[src/rtl/fp17_4lane_unpack_pkg.sv]
// Shared constants and types for the 4-lane fp17 bundle bus.
// Consumed by the unpack block, its interface and the bench.
package fp17_4lane_unpack_pkg;

  localparam int LANES = 4;
  localparam int DW    = 17;
  localparam int CW    = 3;
  localparam int LW    = 2;
  localparam int BW    = LANES * DW;

  typedef logic [DW-1:0] fp17_t;
  typedef logic [BW-1:0] bundle_t;
  typedef logic [CW-1:0] lane_num_t;
  typedef logic [LW-1:0] lane_idx_t;

  localparam lane_num_t LANES_NUM = lane_num_t'(LANES);

  function automatic fp17_t lane_sel(bundle_t b, lane_idx_t idx);
    return b[int'(idx)*DW +: DW];
  endfunction

  // Counts of zero or above LANES are treated as a full bundle.
  function automatic logic lane_num_bad(lane_num_t n);
    return (n == '0) || (n > LANES_NUM);
  endfunction

endpackage

[src/rtl/fp17_4lane_unpack_if.sv]
// Bundle-in / lane-out handshake bundle for fp17_4lane_unpack.
// slave is the unpack block's view, master the producer/consumer side.
interface fp17_4lane_unpack_if;
  import fp17_4lane_unpack_pkg::*;

  logic      in_pvld;
  logic      in_prdy;
  bundle_t   in_pd;
  lane_num_t in_lane_num;

  logic      out_pvld;
  logic      out_prdy;
  fp17_t     out_pd;
  lane_idx_t out_lane;
  logic      out_last;

  modport slave (
    input  in_pvld, in_pd, in_lane_num, out_prdy,
    output in_prdy, out_pvld, out_pd, out_lane, out_last
  );

  modport master (
    output in_pvld, in_pd, in_lane_num, out_prdy,
    input  in_prdy, out_pvld, out_pd, out_lane, out_last
  );

endinterface

[src/rtl/fp17_4lane_unpack.sv]
// Unpacks a 4 x fp17 bundle into one lane per cycle, lane 0 first; first lane one cycle after accept.
// Single holding register; in_prdy reopens combinationally on the last lane transfer for zero-bubble bundles.
module fp17_4lane_unpack
  import fp17_4lane_unpack_pkg::*;
(
  input  logic                nvdla_core_clk,
  input  logic                nvdla_core_rstn,
  fp17_4lane_unpack_if.slave  bus,
  output logic                clamp_err
);

  bundle_t   data_q,  data_d;
  lane_num_t num_q,   num_d;
  lane_idx_t cnt_q,   cnt_d;
  logic      full_q,  full_d;
  logic      clamp_q, clamp_d;

  logic accept;
  logic xfer;
  logic last;

  assign last   = full_q & ({1'b0, cnt_q} == (num_q - lane_num_t'(1)));
  assign xfer   = full_q & bus.out_prdy;

  assign bus.in_prdy  = ~full_q | (xfer & last);
  assign accept       = bus.in_pvld & bus.in_prdy;

  assign bus.out_pvld = full_q;
  assign bus.out_pd   = lane_sel(data_q, cnt_q);
  assign bus.out_lane = cnt_q;
  assign bus.out_last = last;
  assign clamp_err    = clamp_q;

  always_comb begin
    data_d  = data_q;
    num_d   = num_q;
    cnt_d   = cnt_q;
    full_d  = full_q;
    clamp_d = clamp_q;
    // An accept can only coincide with the last-lane transfer, so it takes priority.
    if (accept) begin
      data_d = bus.in_pd;
      num_d  = lane_num_bad(bus.in_lane_num) ? LANES_NUM : bus.in_lane_num;
      cnt_d  = '0;
      full_d = 1'b1;
      if (lane_num_bad(bus.in_lane_num)) begin
        clamp_d = 1'b1;
      end
    end else if (xfer) begin
      if (last) begin
        full_d = 1'b0;
      end else begin
        cnt_d = cnt_q + lane_idx_t'(1);
      end
    end
  end

  always_ff @(posedge nvdla_core_clk or negedge nvdla_core_rstn) begin
    if (!nvdla_core_rstn) begin
      data_q  <= '0;
      num_q   <= '0;
      cnt_q   <= '0;
      full_q  <= 1'b0;
      clamp_q <= 1'b0;
    end else begin
      data_q  <= data_d;
      num_q   <= num_d;
      cnt_q   <= cnt_d;
      full_q  <= full_d;
      clamp_q <= clamp_d;
    end
  end

endmodule

[src/flat_wrapper.sv]
// flat-port wrapper written by rule: the top's interface ports become plain ports
module fp17_4lane_unpack_flat import fp17_4lane_unpack_pkg::*;
  (nvdla_core_clk, nvdla_core_rstn, clamp_err, bus_in_pvld, bus_in_pd, bus_in_lane_num, bus_out_prdy, bus_in_prdy, bus_out_pvld, bus_out_pd, bus_out_lane, bus_out_last);
  fp17_4lane_unpack_if bus_i ();
  input  logic nvdla_core_clk;
  input  logic nvdla_core_rstn;
  output logic clamp_err;
  input wire logic [$bits(bus_i.in_pvld)-1:0] bus_in_pvld;
  input wire logic [$bits(bus_i.in_pd)-1:0] bus_in_pd;
  input wire logic [$bits(bus_i.in_lane_num)-1:0] bus_in_lane_num;
  input wire logic [$bits(bus_i.out_prdy)-1:0] bus_out_prdy;
  output wire logic [$bits(bus_i.in_prdy)-1:0] bus_in_prdy;
  output wire logic [$bits(bus_i.out_pvld)-1:0] bus_out_pvld;
  output wire logic [$bits(bus_i.out_pd)-1:0] bus_out_pd;
  output wire logic [$bits(bus_i.out_lane)-1:0] bus_out_lane;
  output wire logic [$bits(bus_i.out_last)-1:0] bus_out_last;
  assign bus_i.in_pvld = bus_in_pvld;
  assign bus_i.in_pd = bus_in_pd;
  assign bus_i.in_lane_num = bus_in_lane_num;
  assign bus_i.out_prdy = bus_out_prdy;
  assign bus_in_prdy = bus_i.in_prdy;
  assign bus_out_pvld = bus_i.out_pvld;
  assign bus_out_pd = bus_i.out_pd;
  assign bus_out_lane = bus_i.out_lane;
  assign bus_out_last = bus_i.out_last;
  fp17_4lane_unpack u_core (.nvdla_core_clk(nvdla_core_clk), .nvdla_core_rstn(nvdla_core_rstn), .bus(bus_i), .clamp_err(clamp_err));
endmodule
[config.mk]
export PLATFORM = sky130hd
export DESIGN_NAME = fp17_4lane_unpack_flat
export DESIGN_NICKNAME = d
export VERILOG_FILES = /design/src/rtl/fp17_4lane_unpack_pkg.sv /design/src/rtl/fp17_4lane_unpack_if.sv /design/src/rtl/fp17_4lane_unpack.sv /design/src/flat_wrapper.sv
export SDC_FILE = /design/constraint.sdc
export NUM_CORES = 1
export LEC_CHECK = 0
export CORE_ASPECT_RATIO = 1.2
export CORE_MARGIN = 2
export CORE_UTILIZATION = 30
export DETAILED_ROUTE_END_ITERATION = 6
export DONT_BUFFER_PORTS = 1
export PLACE_DENSITY = 0.49
export SYNTH_ARGS = -nofsm -noshare
export SYNTH_HDL_FRONTEND = slang
export SYNTH_SLANG_ARGS = --single-unit
[constraint.sdc]
create_clock -name nvdla_core_clk -period 2.15 [get_ports nvdla_core_clk]
set_clock_uncertainty 0.1 [all_clocks]
set_input_delay 0 -clock nvdla_core_clk [delete_from_list [all_inputs] [get_ports nvdla_core_clk]]
set_output_delay 0 -clock nvdla_core_clk [all_outputs]
set_load 0.03 [all_outputs]
After elaboration in Yosys (flattened, before gate mapping)
Cells that the tools add are included.
W data, S select, Z words.
{"block": "totals", "ff_bits": 75, "input_bits": 75, "out_inout_bits": 23, "word_cells": 32}
{"block": "classes", "n_addsub": 2, "n_mul": 1, "order_cmp": 1, "n_eq_ne": 2, "n_shift": 1, "n_mux": 7, "bitwise_logic": 6, "reduce_logical": 7}
{"cell": "$shiftx A68 B32 Y17", "n": 1}
{"cell": "$mul A2 B5 Y7 const B", "n": 1}
{"cell": "$mux W2", "n": 3}
{"cell": "$reduce_and A2 Y1", "n": 3}
{"cell": "$and A1 B1 Y1", "n": 4}
{"cell": "$reduce_bool A2 Y1", "n": 2}
{"cell": "$eq A2 B3 Y1", "n": 1}
{"cell": "$gt A3 B3 Y1 const B", "n": 1}
{"cell": "$logic_not A3 Y1", "n": 1}
{"cell": "$mux W1", "n": 3}
{"cell": "$mux W3", "n": 1}
{"cell": "$sub A3 B1 Y3 const B", "n": 1}
{"cell": "$add A2 B1 Y2 const B", "n": 1}
{"cell": "$ne A2 B1 Y1 const B", "n": 1}
{"cell": "$logic_or A1 B1 Y1", "n": 1}
{"cell": "$not A1 Y1", "n": 1}
{"cell": "$or A1 B1 Y1", "n": 1}

Logic depth before layout (Yosys ltp)
{"block": "logic_depth", "depth_word": 8, "depth_mapped": 8}

Worst setup path before layout
Ideal clock, no wire load.
{"block": "synth_timing", "kind": "flip-flop to flip-flop", "startpoint": "register u_core.num_q[0]", "endpoint": "register u_core.clamp_q (netlist: u_core.clamp_err)", "setup_ns": 0.066, "arrival_time_ns": 1.986, "required_ns": 1.984, "setup_slack_ns": -0.002, "path_stages_with_launch": 7, "path_buffers": 0, "path_cell_list": "dfrtp_1 -> inv_1 -> ha_1 -> xnor2_1 -> or3_1 -> o21ai_1 -> a31o_2"}
{"block": "synth_via", "elab_chain_cells": 7}
{"item": "start: declaration", "line_no": "fp17_4lane_unpack.sv:13", "source": "lane_num_t num_q, num_d;"}
{"item": "start signal: assignment", "line_no": "fp17_4lane_unpack.sv:67", "source": "num_q <= num_d;"}
{"item": "$sub A3 B1 Y3", "line_no": "fp17_4lane_unpack.sv:22", "source": "assign last = full_q & ({1'b0, cnt_q} == (num_q - lane_num_t'(1)));"}
{"item": "$eq A2 B3 Y1", "line_no": "fp17_4lane_unpack.sv:22"}
{"item": "$and A1 B1 Y1", "line_no": "fp17_4lane_unpack.sv:22"}
{"item": "$and A1 B1 Y1", "line_no": "fp17_4lane_unpack.sv:25", "source": "assign bus.in_prdy = ~full_q | (xfer & last);"}
{"item": "$or A1 B1 Y1", "line_no": "fp17_4lane_unpack.sv:25"}
{"item": "named net bus_in_prdy", "line_no": "flat_wrapper.sv:12", "source": "output wire logic [$bits(bus_i.in_prdy)-1:0] bus_in_prdy;"}
{"item": "$and A1 B1 Y1", "line_no": "fp17_4lane_unpack.sv:26", "source": "assign accept = bus.in_pvld & bus.in_prdy;"}
{"item": "$reduce_and A2 Y1 (no line)"}
{"item": "end signal: assignment", "line_no": "fp17_4lane_unpack.sv:70", "source": "clamp_q <= clamp_d;"}
{"item": "end: declaration", "line_no": "fp17_4lane_unpack.sv:16", "source": "logic clamp_q, clamp_d;"}
The timed path passes the listed nets, and every way through them passes these cells.
A chain may end at the register's enable or synchronous reset.

Worst setup path in the final report
{"block": "layout_timing", "startpoint": "register u_core.num_q[0]", "endpoint": "register u_core.data_q[20]"}
{"block": "layout_via", "elab_chain_cells": 6}
{"item": "$sub A3 B1 Y3", "line_no": "fp17_4lane_unpack.sv:22"}
{"item": "$eq A2 B3 Y1", "line_no": "fp17_4lane_unpack.sv:22"}
{"item": "$and A1 B1 Y1", "line_no": "fp17_4lane_unpack.sv:22"}
{"item": "$and A1 B1 Y1", "line_no": "fp17_4lane_unpack.sv:25"}
{"item": "$or A1 B1 Y1", "line_no": "fp17_4lane_unpack.sv:25"}
{"item": "$and A1 B1 Y1", "line_no": "fp17_4lane_unpack.sv:26"}
{"item": "end signal: assignment", "line_no": "fp17_4lane_unpack.sv:66", "source": "data_q <= data_d;"}
{"item": "end: declaration", "line_no": "fp17_4lane_unpack.sv:12", "source": "bundle_t data_q, data_d;"}
No other way between the ends.

==> impl_metrics.yaml <==
route:
  vias: 2116
  met1_length_um: 3383
  dr_wl_met3_um: 482
  totalWireLength_um: 7755
  drtIter0Drc: 57
  top_layer: "met4"
  avgRoutedWirePerCell_um: 17.79
  viasPerCell: 4.853
  ant_nets: 0
  drtPass1Iterations: 4
  drc_errors: 0
  wl_met2_um: 3722
hold_path:
  min_path_type: "in -> async"
clocking:
  clk_pin_slew_worst_paths_ps: 60
  cts_tree: "done"
  cts_buffers: 9
  cts_buffer_depth: 2
  clkLatencyLatePin_ps: 330
  cts_sinks: 75
  cts-root-buf: "clkbuf_16"
  h-tree-depth: 3
layout:
  nets: 377
  post-route-util_pct: 43.98
  instances_no_fill: 436
  fillerInstances: 998
  drive_gt1_share_pct: 29.70
  area_growth_pct: 44.33
timing:
  period_needed_ps: 2100
  holdWs_ps: 128.8
  final_max_slew_viol_count: 0
  worst_pin_slew_ps: 422.1
  fmax_mhz: 476.2
  rsz0062_at_grt: "true"
  finalSetupViolations: 0
  fin_setup_tns_ps: 0
  max-slew-margin-rel_pct: 71.86
  hold_violations: 0
  fin_crit_sh_pct: 97.67
grt:
  grt_use_total_pct: 13.63
  grt_pass1_wl_um: 12350
  grt_antenna_before_repair: 1
  grt_pass1_vias: 2366
  grt_max_degree: 76
  grt_overflow: 0
yosys:
  synth_common_cells: "75 x dfrtp_1, 54 x mux2_1, 17 x mux4_2"
  synth_cells: 209
  synthTopCellsByArea: "dfrtp_1 56%, mux2_1 18%, mux4_2 11%"
  synth_top_area_share_pct: 56.35
  netlist_area_mm2: 0.003331
  synth.most_common_cell: "dfrtp_1"
  ys_ff_latch: 75
  synth.distinct_cells: 29
  synth.avg_cell_area_um2: 15.94
  syn-num-nets: 286
  synth_top_area_cell: "dfrtp_1"
  ys_seq_area_share_pct: 56.35
  synth_warnings: 0
  synth_flop_cell: "dfrtp_1"
  synthArstFlopShare_pct: 100.0
  synth-edff-count: 0
floorplan:
  die-area_mm2: 0.01196
  start_util_pct: 30.47
  die_y_um: 119.4
  ioPinCount: 98
  placementRows: 42
  coreArea_mm2: 0.01093
  fp.dieW_um: 100.2
placed_design:
  place_congestion: 0.6776
  hpwl_um: 4834
  dp_cells: 341
  io_buffer_count: 0
setup_path:
  crit_fanout: 7
  start_kind: "flop"
  path_delay_family: "buffers and inverters"
  critPathCaptureType: "flop"
  critical_path.cell_chain: "inv_2 -> ha_4 -> xor2_2 -> o41ai_4 -> buf_6 -> buf_4 -> mux2_1"
  cp.arrival_ps: 2210
  cp_num_buf_inv: 3
  slowest_delay_ps: 400
  crit_type: "reg -> reg"
  slowest_stage: "o41ai_4"
  cp.required_ps: 2260
pwr:
  powerDensity_mw_per_mm2: 1585
  p_leak_uw: 0.002026
  ir_drop_uv: 670.1
  finalPower_uw: 7619
run_status:
  status: "complete, no violations"
run:
  drv_cap: 0
[report_power, final]
| part | switching (µW) | internal, µW |
|---|---|---|
| Sequential | 412 | 2140 |
| Combinational | 1880 | 1860 |
| Clock | 575 | 763 |
| Total | 2870 | 4750 |
[registers in the layout, summed over array words and instances (netlist names)]
name                 flops
u_core.bus.out_pvld      1
u_core.num_q             3
u_core.bus.out_lane      2
u_core.data_q           68
u_core.clamp_err         1
[layout make-up]
| type | count | area, µm² | area share (%) |
|---|---|---|---|
| Clock inverter | 5 | 32.53 | 0.6767 |
| Multi-Input combinational cell | 116 | 1488 | 30.95 |
| Sequential cell | 75 | 1878 | 39.07 |
| Timing Repair Buffer | 92 | 993.5 | 20.67 |
| Tap cell | 132 | 165.2 | 3.436 |
| Antenna cell | 1 | 2.502 | 0.05206 |
| Clock buffer | 9 | 225.2 | 4.685 |
| Inverter | 6 | 22.52 | 0.4685 |
[cells by family (layout without fill, tap and decap cells)]
logic type      Yosys count  after routing  share of synthesized area [%]
xor+xnor                  3              3                         0.7890
flops                    75             75                          56.35
fa+ha+maj                 2              2                         0.7512
mux                      85             85                          34.49
buf+inv                  18            112                          2.855
simple gates             16             16                          2.630
compound gates           10             10                          2.141
other cells               0              1                              0
[cells in the final DEF (no fill, tap or decap), types with 3 or more instances in the layout]
master         Yosys  final
nor2_1             4      4
mux2_2            14      9
buf_12             0      4
inv_1              6      4
dlygate4sd3_1      0     75
mux4_2            17     17
o21ai_0            4      4
mux2_4             0     23
clkbuf_16          0     10
mux2_1            54     36
dfrtp_1           75     74
clkinvlp_4         0      3
buf_4              6      8
[worst paths after layout]
kind                                startpoint                     end  slack [ps]  depth (start not counted)
max in group asynchronous      nvdla_core_rstn  u_core.bus.out_lane[0]        1520                          2
min                            nvdla_core_rstn       u_core.data_q[25]         130                          2
max reg2reg                    u_core.num_q[0]       u_core.data_q[20]          50                          7
max                            u_core.num_q[0]       u_core.data_q[20]          50                          7
min in group nvdla_core_clk        bus_in_pvld       u_core.data_q[18]         170                          5
min reg2reg                  u_core.data_q[47]       u_core.data_q[47]         380                          1
[routing by layer]
layer	up-vias	track usage, %
li1	954	-
met3	10	4.695
met1	1092	17.20
met4	0	6.592
met2	60	20.81
met5	-	0
[metrics by stage]
stage                     area, µm²  worst slack [ps]
final                          4807             50.17
after global placement         3580             38.80
after detailed placement       3580            -32.68
after global routing           4807            -32.04
after floorplan                3334             74.04
after CTS                      4674             18.15
[worst register-to-register path: stages, from the launching register on]
cell and delay (ps):
dfrtp_1 360, inv_2 60, ha_4 160, xor2_2 190, o41ai_4 400, buf_6 220
buf_4 180, mux2_1 320
[what timing repair did]
item / in CTS / in global routing
setup endpoints to repair: 44 / 49
gates resized for setup: 6 / 24
hold buffers: 76 / 0
endpoints found under the hold margin: 150 / 0
pin swaps: 0 / 1
gates cloned: 1 / 2
setup buffers: 1 / 0
No activity file was read; power rests on OpenSTA's default activity.
